<file path="config.mk">
export PLATFORM = sky130hd
export DESIGN_NAME = mem_arbiter
export DESIGN_NICKNAME = d
export VERILOG_FILES = /design/src/rtl/memarb_pkg.sv /design/src/rtl/memarb_streak.sv /design/src/rtl/mem_arbiter.sv
export SDC_FILE = /design/constraint.sdc
export NUM_CORES = 1
export LEC_CHECK = 0
export BUFFER_PORTS_ARGS = -buffer_cell sky130_fd_sc_hd__buf_2
export CAP_MARGIN = 0
export CORE_MARGIN = 3
export CORE_UTILIZATION = 49
export DETAILED_ROUTE_END_ITERATION = 16
export GPL_ROUTABILITY_DRIVEN = 0
export GPL_TIMING_DRIVEN = 0
export PLACE_DENSITY_LB_ADDON = 0.1
export SLEW_MARGIN = 20
export SYNTH_ARGS = -nofsm -noshare
export SYNTH_HDL_FRONTEND = slang
export SYNTH_SLANG_ARGS = --single-unit
</file>
<file path="constraint.sdc">
create_clock -name clk -period 2.2 [get_ports clk]
set_input_delay 0.11 -clock clk [delete_from_list [all_inputs] [get_ports clk]]
set_output_delay 0.11 -clock clk [all_outputs]
set_load 0.01 [all_outputs]
</file>
<file path="src/rtl/memarb_pkg.sv">
`default_nettype none
// ============================================================================
// memarb_pkg : shared state encoding and default sizes for mem_arbiter
// Rev 1.0    : initial release
// ============================================================================
package memarb_pkg;

   typedef enum logic [1:0] {
      IDLE  = 2'b00,
      IBUSY = 2'b01,
      DBUSY = 2'b10,
      DONE  = 2'b11
   } state_t;

   localparam int c_DEF_WIDTH     = 32;
   localparam int c_DEF_MAXSTREAK = 4;

endpackage
`default_nettype wire

</file>
<file path="src/rtl/memarb_streak.sv">
`default_nettype none
// ============================================================================
// memarb_streak : counts data grants made while fetch waits; flags fetch priority
// Rev 1.0       : initial release
// ============================================================================
module memarb_streak #(
   parameter int MAXSTREAK = 4
) (
   input  logic clk,
   input  logic reset,
   input  logic i_grant_d,
   input  logic i_grant_i,
   input  logic i_ireq,
   output logic o_fetch_prio
);

   localparam int c_CW = $clog2(MAXSTREAK + 1);

   logic [c_CW-1:0] r_streak;

   always_ff @(posedge clk) begin
      if (!reset) begin
         r_streak <= '0;
      end else if (i_grant_i) begin
         r_streak <= '0;
      end else if (i_grant_d) begin
         r_streak <= i_ireq ? r_streak + c_CW'(1) : '0;
      end
   end

   // Never exceeds MAXSTREAK: at the limit a waiting fetch always wins.
   assign o_fetch_prio = i_ireq && (r_streak == c_CW'(MAXSTREAK));

endmodule
`default_nettype wire

</file>
<file path="src/rtl/mem_arbiter.sv">
`default_nettype none
// ============================================================================
// mem_arbiter : shares one memory port between fetch and load/store requesters
//               (define MEMARB_FAIR_EN to bound data-priority starvation)
// Rev 1.0     : initial release
// ============================================================================
module mem_arbiter
   import memarb_pkg::*;
#(
   parameter int WIDTH     = c_DEF_WIDTH,
   parameter int MAXSTREAK = c_DEF_MAXSTREAK
) (
   input  logic             clk,
   input  logic             reset,
   input  logic             ireq,
   input  logic [WIDTH-1:0] iadr,
   output logic [WIDTH-1:0] irdata,
   output logic             idone,
   input  logic             dreq,
   input  logic             dwrite,
   input  logic [WIDTH-1:0] dadr,
   input  logic [WIDTH-1:0] dwdata,
   output logic [WIDTH-1:0] drdata,
   output logic             ddone,
   output logic             memreq,
   output logic             memwrite,
   output logic [WIDTH-1:0] memadr,
   output logic [WIDTH-1:0] memwdata,
   input  logic [WIDTH-1:0] memrdata,
   input  logic             memack
);

   state_t           r_state;
   state_t           w_state_nxt;
   logic             w_grant_d;
   logic             w_grant_i;
   logic             w_ack;
   logic             w_fetch_prio;

   logic             r_memreq;
   logic             r_memwrite;
   logic [WIDTH-1:0] r_memadr;
   logic [WIDTH-1:0] r_memwdata;
   logic [WIDTH-1:0] r_irdata;
   logic [WIDTH-1:0] r_drdata;
   logic             r_idone;
   logic             r_ddone;

`ifdef MEMARB_FAIR_EN
   memarb_streak #(
      .MAXSTREAK    (MAXSTREAK)
   ) u_streak (
      .clk          (clk),
      .reset        (reset),
      .i_grant_d    (w_grant_d),
      .i_grant_i    (w_grant_i),
      .i_ireq       (ireq),
      .o_fetch_prio (w_fetch_prio)
   );
`else
   logic w_unused_maxstreak;
   assign w_unused_maxstreak = ^MAXSTREAK;
   assign w_fetch_prio       = 1'b0;
`endif

   always_comb begin
      w_state_nxt = r_state;
      w_grant_d   = 1'b0;
      w_grant_i   = 1'b0;
      w_ack       = 1'b0;
      case (r_state)
         IDLE: begin
            if (dreq && !w_fetch_prio) begin
               w_grant_d   = 1'b1;
               w_state_nxt = DBUSY;
            end else if (ireq) begin
               w_grant_i   = 1'b1;
               w_state_nxt = IBUSY;
            end
         end
         IBUSY, DBUSY: begin
            if (memack) begin
               w_ack       = 1'b1;
               w_state_nxt = DONE;
            end
         end
         // One idle edge lets the finished requester drop its req first.
         DONE:    w_state_nxt = IDLE;
         default: w_state_nxt = IDLE;
      endcase
   end

   always_ff @(posedge clk) begin
      if (!reset) begin
         r_state <= IDLE;
      end else begin
         r_state <= w_state_nxt;
      end
   end

   always_ff @(posedge clk) begin
      if (!reset) begin
         r_memreq   <= 1'b0;
         r_memwrite <= 1'b0;
         r_memadr   <= '0;
         r_memwdata <= '0;
         r_irdata   <= '0;
         r_drdata   <= '0;
         r_idone    <= 1'b0;
         r_ddone    <= 1'b0;
      end else begin
         r_idone <= 1'b0;
         r_ddone <= 1'b0;
         if (w_grant_d) begin
            r_memreq   <= 1'b1;
            r_memwrite <= dwrite;
            r_memadr   <= dadr;
            r_memwdata <= dwdata;
         end else if (w_grant_i) begin
            r_memreq   <= 1'b1;
            r_memwrite <= 1'b0;
            r_memadr   <= iadr;
         end
         if (w_ack) begin
            r_memreq   <= 1'b0;
            r_memwrite <= 1'b0;
            if (r_state == IBUSY) begin
               r_irdata <= memrdata;
               r_idone  <= 1'b1;
            end else begin
               r_ddone <= 1'b1;
               if (!r_memwrite) begin
                  r_drdata <= memrdata;
               end
            end
         end
      end
   end

   assign memreq   = r_memreq;
   assign memwrite = r_memwrite;
   assign memadr   = r_memadr;
   assign memwdata = r_memwdata;
   assign irdata   = r_irdata;
   assign drdata   = r_drdata;
   assign idone    = r_idone;
   assign ddone    = r_ddone;

endmodule
`default_nettype wire

</file>
==> results.md, run 1 <==
* Starting Density at 50.8%
* Chip Height at 110 um
* Synth Net Count at 772
* Final setup skew at 8.92 ps
* Synth warn at 0
* Setup TNS at 0 ps
* Crit path DAT at 2540 ps
* Final setup fails at 0
* H-tree depth reported by CTS at 4
* CTS tree: done
* TritonRoute pass-1 iters at 6
* Row cnt at 37
* WP buf/inv at 4
* Start of the worst register-to-register path: r_state[0]
* First-pass GRT wire length at 32400 um
* Via/cell ratio at 5.37
* P&R area growth vs syn at 64.7%
* Crit path capture: memadr[21]
* I/O pins at 266
* WL final at 21900 um
* Final Instance Area at 0.00872 sq mm
* Worst path cell trace: inv_1 > ha_1 > and2_2 > buf_6 > buf_4 > a21oi_1 > a21oi_1 > dlygate4sd3_1
* Max Freq at 464 MHz
* Wl on met1 at 7540 um
* Clk buf depth at 2
* Pwr Total at 9.13 mW
* Crit path from: r_state[0]
* Clk sinks at 134
* Yosys top cell by area: dfxtp_1
* Skew-Pair Late Insertion Delay at 520 ps
* Syn_area_per_cell at 8.34 sq um
* DRC Markers at 0
* Setup CP Type: flip-flop to flip-flop
* Top cell type's share of synthesized area at 50.6%
* Power density cells at 1050 mW/mm^2
* Ys flop type: dfxtp_1
* Startpoint Class: flip-flop
* Register bit total from synthesis at 134
* Run status: finished, final reports clean
* GRT Total Usage at 35.2%
* Top cells by area, synth: dfxtp_1 51%, nand2_1 14%, a21boi_0 6.5%
* Clock Tree Root: clkbuf_8
* Peak VDD IR at 0.613 mV
* Crit-path leading delay family: buffers and inverters
* RR Endpoint: memadr[21]
* Port Buffer Count at 264
* Clk slew on worst S/H paths at 60 ps
* Pin count of the biggest net entering global routing at 17
* Crit end category: flip-flop
* Final Hold Viols at 0
* Post-Syn Area at 0.00530 sq mm
* Leak at 4.06 nW
* Worst min path class: primary input to flip-flop
* Antenna violation net count after detailed routing at 0
* Slew @ Worst Pin at 502 ps
* Rel. slew slack at 66.5%
* Slowest CP cell: dlygate4sd3_1
* Crit-path max FO at 10
* Number of distinct library cells after synthesis at 28
* 1st-iter DRT viols at 629
* Share of cells above drive strength 1 at 32.9%
* CTS buffer count at 17
* Cells after Synth at 635
* CP most frequent cell: a21oi_1
* Core ar. at 0.0104 sq mm
* Post-DP Area at 0.00679 sq mm
* R2R setup slack at 50 ps
* Final Slew Violations at 0
* Initial antenna violation count at 3
* Met3 wire len at 1950 um
* Worst reg2reg path depth at 8
* Total grt overflow at 0
* Crit. path cell count at 8
* Top Metal Used: met5
* Req. time, crit path at 2580 ps
* DPL Wire Length at 12200 um
* RSZ-0062 raised after global routing: true
* Horiz. Die Dim at 110 um
* Max incr delay on CP at 610 ps
* Share of synthesized registers carrying an async set or reset at 0%
* Post-layout net count at 1190
* Sequential-to-total area share from yosys stat at 50.6%
* Total number of vias at 6449
* Hold_ws at 86.0 ps
* MaxCap Viol Count at 0
* WL/cell at 18.2 um
* Met2 Wirelength at 11200 um
* Minimum clock period at 2150 ps
* Tcrit/Tclk final at 97.9%
* Die area at 0.0121 sq mm
* Most frequent cells after synthesis: 196 x nand2_1, 134 x dfxtp_1, 66 x o21ai_0
* EDFF count, synth at 0
* Most frequent cell after synthesis: nand2_1
* Vias in the first global route at 6648
==> layer usage <==
layer / track usage, % / vias to the layer above
li1: - / 2958
met1: 34.0 / 2960
met2: 61.8 / 416
met3: 12.5 / 113
met4: 24.8 / 2
met5: 0 / -
==> sequential cells by signal, indices dropped and copies added (netlist names) <==
register and cells:
drdata 32, memreq 1, memwrite 1, memwdata 32, irdata 32, ddone 1
idone 1, memadr 32, r_state 2
==> cells in the final DEF, fill, tap and decap left out, drive strengths merged <==
cell type / Yosys / final
buf: 33 / 297
bufinv: 0 / 2
diode: 0 / 2
clkbuf: 20 / 44
o21ai: 66 / 66
nand3: 34 / 34
dlymetal6s4s: 0 / 1
nand3b: 1 / 1
nor2: 1 / 1
and3b: 1 / 1
nand2: 196 / 196
dfxtp: 134 / 134
a21boi: 65 / 65
dlygate4sd3: 0 / 134
nand4bb: 1 / 1
nor3: 1 / 1
and2b: 1 / 1
nor3b: 2 / 2
a21oi: 68 / 68
and2: 2 / 2
ha: 3 / 3
and3: 1 / 1
inv: 2 / 2
nand2b: 3 / 3
clkinv: 0 / 3
==> logic make-up after synthesis <==
group / share of synthesized area (%)
simple gates: 19.0
compound gates: 23.2
flops: 50.6
buf+inv: 6.38
fa+ha+maj: 0.709
==> power breakdown <==
| part | internal, mW | leakage [nW] | total, mW | switching (mW) |
|---|---|---|---|---|
| Sequential | 2.95 | 1.10 | 3.26 | 0.312 |
| Clock | 1.65 | 0.265 | 2.62 | 0.972 |
| Combinational | 1.41 | 2.70 | 3.25 | 1.84 |
==> worst min path at each step <==
stage	start	cells past startpoint	end	slack [ps]
3_5_place_dp	dwdata[26]	3	memwdata[26]	360
5_1_grt	dreq	4	r_state[1]	130
3_3_place_gp	dwdata[29]	3	memwdata[29]	350
2_1_floorplan	memrdata[18]	2	irdata[18]	240
6_report	dreq	4	r_state[0]	90
4_1_cts	dreq	4	r_state[0]	70
==> final cells by class <==
type	count	area, sq um
Timing Repair Buffer	400	2680
Clock buffer	24	460
Tap cell	136	170
Antenna cell	2	5.00
Fill cell	616	1690
Sequential cell	134	2680
Clock inverter	5	75.1
Buffer	52	344
Multi-Input combinational cell	446	2300
Inverter	2	7.51
==> worst min-delay path, cell delays in order <==
cell and delay [ps]:
buf_2 120, nand2b_1 130, o21ai_0 70, a21oi_1 130
==> stage by stage <==
step	worst slack (ps)	utilization (%)	instances
2_1_floorplan	766	-	635
3_3_place_gp	546	65.2	1035
3_5_place_dp	449	65.2	1035
4_1_cts	38.0	83.3	1199
5_1_grt	-5.85	83.8	1201
6_report	46.7	83.8	1201
==> what timing repair did <==
item                                   in CTS  in global routing
setup endpoints to repair                   0                 25
endpoints found under the hold margin     132                  0
buffers inserted                            0                  1
hold buffers                              135                  0
resized for setup                           0                 21
(Power assumes the default switching activity.)
==> run 2: changes to the inputs <==
--- a/config.mk
+++ b/config.mk
@@ -8,7 +8,7 @@
 export BUFFER_PORTS_ARGS = -buffer_cell sky130_fd_sc_hd__buf_2
 export CAP_MARGIN = 0
 export CORE_MARGIN = 3
-export CORE_UTILIZATION = 49
+export CORE_UTILIZATION = 46
 export DETAILED_ROUTE_END_ITERATION = 16
 export GPL_ROUTABILITY_DRIVEN = 0
 export GPL_TIMING_DRIVEN = 0
==> constraint.sdc (replaced) <==
create_clock -name clk -period 2.3 [get_ports clk]
set_input_delay 0.115 -clock clk [delete_from_list [all_inputs] [get_ports clk]]
set_output_delay 0.115 -clock clk [all_outputs]
set_load 0.01 [all_outputs]
==> run 2 against run 1 <==
Against the previous run:
- non-clock buffer count is 19 lower
- clock power is 4% higher
- worst hold slack got worse by 77 ps
- die area grew 6.2%
- final area is 1.9% lower
- register-to-register slack better by 160 ps
- critical endpoint is now memadr[22]
- highest routed layer is now met4
==> results.md, run 2 (synthesized netlist as in run 1, its figures left out) <==
* Chip Height at 113 um
* FF+latch area at 0.00268 sq mm
* Final Hold Viols at 0
* Setup CP Type: flip-flop to flip-flop
* Post-layout net count at 1171
* Core ar. at 0.0110 sq mm
* Port Buffer Count at 264
* Crit path DAT at 2390 ps
* Max Freq at 478 MHz
* GRT Total Usage at 28.7%
* Final Slew Violations at 0
* Final setup fails at 0
* Slowest CP cell: dlygate4sd3_1
* Row cnt at 38
* Clk buf depth at 2
* CTS tree: done
* WL/cell at 15.6 um
* Initial antenna violation count at 1
* Req. time, crit path at 2600 ps
* Clk slew on worst S/H paths at 60 ps
* Total grt overflow at 0
* Leading cell type in the layout, fill and taps excluded: buf_2
* Starting Density at 48.0%
* CTS buffer count at 17
* P&R area growth vs syn at 61.6%
* Dpl cells at 1039
* Finished Layout Cells at 1188
* Peak VDD IR at 0.659 mV
* Pwr Total at 8.62 mW
* Final Instance Area at 0.00856 sq mm
* Worst Slack Setup Final at 207 ps
* Worst min path class: primary input to flip-flop
* Total number of vias at 6016
* Final setup skew at 4.99 ps
* I/O pins at 266
* First-pass GRT wire length at 29300 um
* Rel. slew slack at 66.1%
* Share of cells above drive strength 1 at 33.0%
* Startpoint Class: flip-flop
* Antenna violation net count after detailed routing at 0
* Tcrit/Tclk final at 91.0%
* Slew @ Worst Pin at 508 ps
* Max incr delay on CP at 560 ps
* Crit-path max FO at 10
* WL final at 18500 um
* H-tree depth reported by CTS at 4
* Skew-Pair Late Insertion Delay at 410 ps
* # fillers at 767
* Setup WS pre-CTS at 541 ps
* Power density cells at 1010 mW/mm^2
* Vias in the first global route at 6074
* Horiz. Die Dim at 113 um
* Minimum clock period at 2090 ps
* Worst path cell trace: inv_1 > ha_1 > and2_2 > buf_6 > buf_4 > a21oi_1 > a21oi_1 > dlygate4sd3_1
* Clock Tree Root: clkbuf_16
* CP most frequent cell: a21oi_1
* Fin util at 77.6%
* MaxCap Viol Count at 0
* Run status: finished, final reports clean
* Hold depth at 3
* 1st-iter DRT viols at 375
* Pin count of the biggest net entering global routing at 17
* Die area at 0.0128 sq mm
* Via/cell ratio at 5.06
* Post-DP Area at 0.00679 sq mm
* DPL Wire Length at 12100 um
* Setup TNS at 0 ps
* TritonRoute pass-1 iters at 5
* Crit end category: flip-flop
* # Post-CTS Setup Buffers at 0
* Worst reg2reg path depth at 8
* Leak at 3.95 nW
* Most frequent cells in the layout: 279 x buf_2, 196 x nand2_1, 134 x dfxtp_1, 117 x dlygate4sd3_1, 66 x o21ai_0
* RSZ-0062 raised after global routing: false
* Hold_ws at 8.76 ps
* DRC Markers at 0
* Area of the multi-input gates at 0.00228 sq mm
* Clk sinks at 134
==> run 2: changes by cell type in the layout (fill, tap and decap cells not counted), moves of 2 or more <==
cell and change:
a21oi_1 +5, a21oi_2 -5, dlygate4sd3_1 -17, clkinvlp_4 +2
buf_2 +2, buf_6 -2, clkbuf_4 -2
==> run 2: area by class of cell <==
class                      instances  share of cell area, %
sequential                       134                   31.3
timing repair buffer             381                   29.1
multi-input combinational        446                   26.6
clock buffer                      23                   5.47
buffer                            52                   3.83
tap                              140                   2.05
clock inverter                     9                   1.46
inverter                           2                 0.0877
antenna                            1                 0.0292
==> run 2: what timing repair did <==
action                                  4_1_cts  5_1_grt
hold buffers                                117        0
gates resized for setup                       0        2
endpoints found under the setup margin        0        3
endpoints found under the hold margin       127        0
==> run 2: worst paths after layout <==
kind / to / slack, ps / start
max: memadr[22] / 210 / r_state[0]
min: memadr[31] / 9 / iadr[31]
max reg2reg: memadr[22] / 210 / r_state[0]
min reg2reg: memwdata[27] / 450 / memwdata[27]
==> run 2: worst max-delay path, delay by kind of cell (launching register included) <==
family	cells	cell delay (ps)
simple gates	1	230
flops	1	330
buf+inv	4	950
compound gates	2	250
fa+ha+maj	1	210
==> run 2: report_power, final <==
group / switching [mW] / internal [mW]
sequential: 0.255 / 2.82
clock: 0.967 / 1.75
combinational: 1.59 / 1.23
total: 2.81 / 5.80
==> run 2: metal layers <==
metal	track usage, %	vias to the layer above	routed length, um
met5	0	-	0
met4	14.9	0	764
met3	8.13	65	1400
met2	51.0	274	9380
met1	31.0	2754	6940
li1	-	2923	-
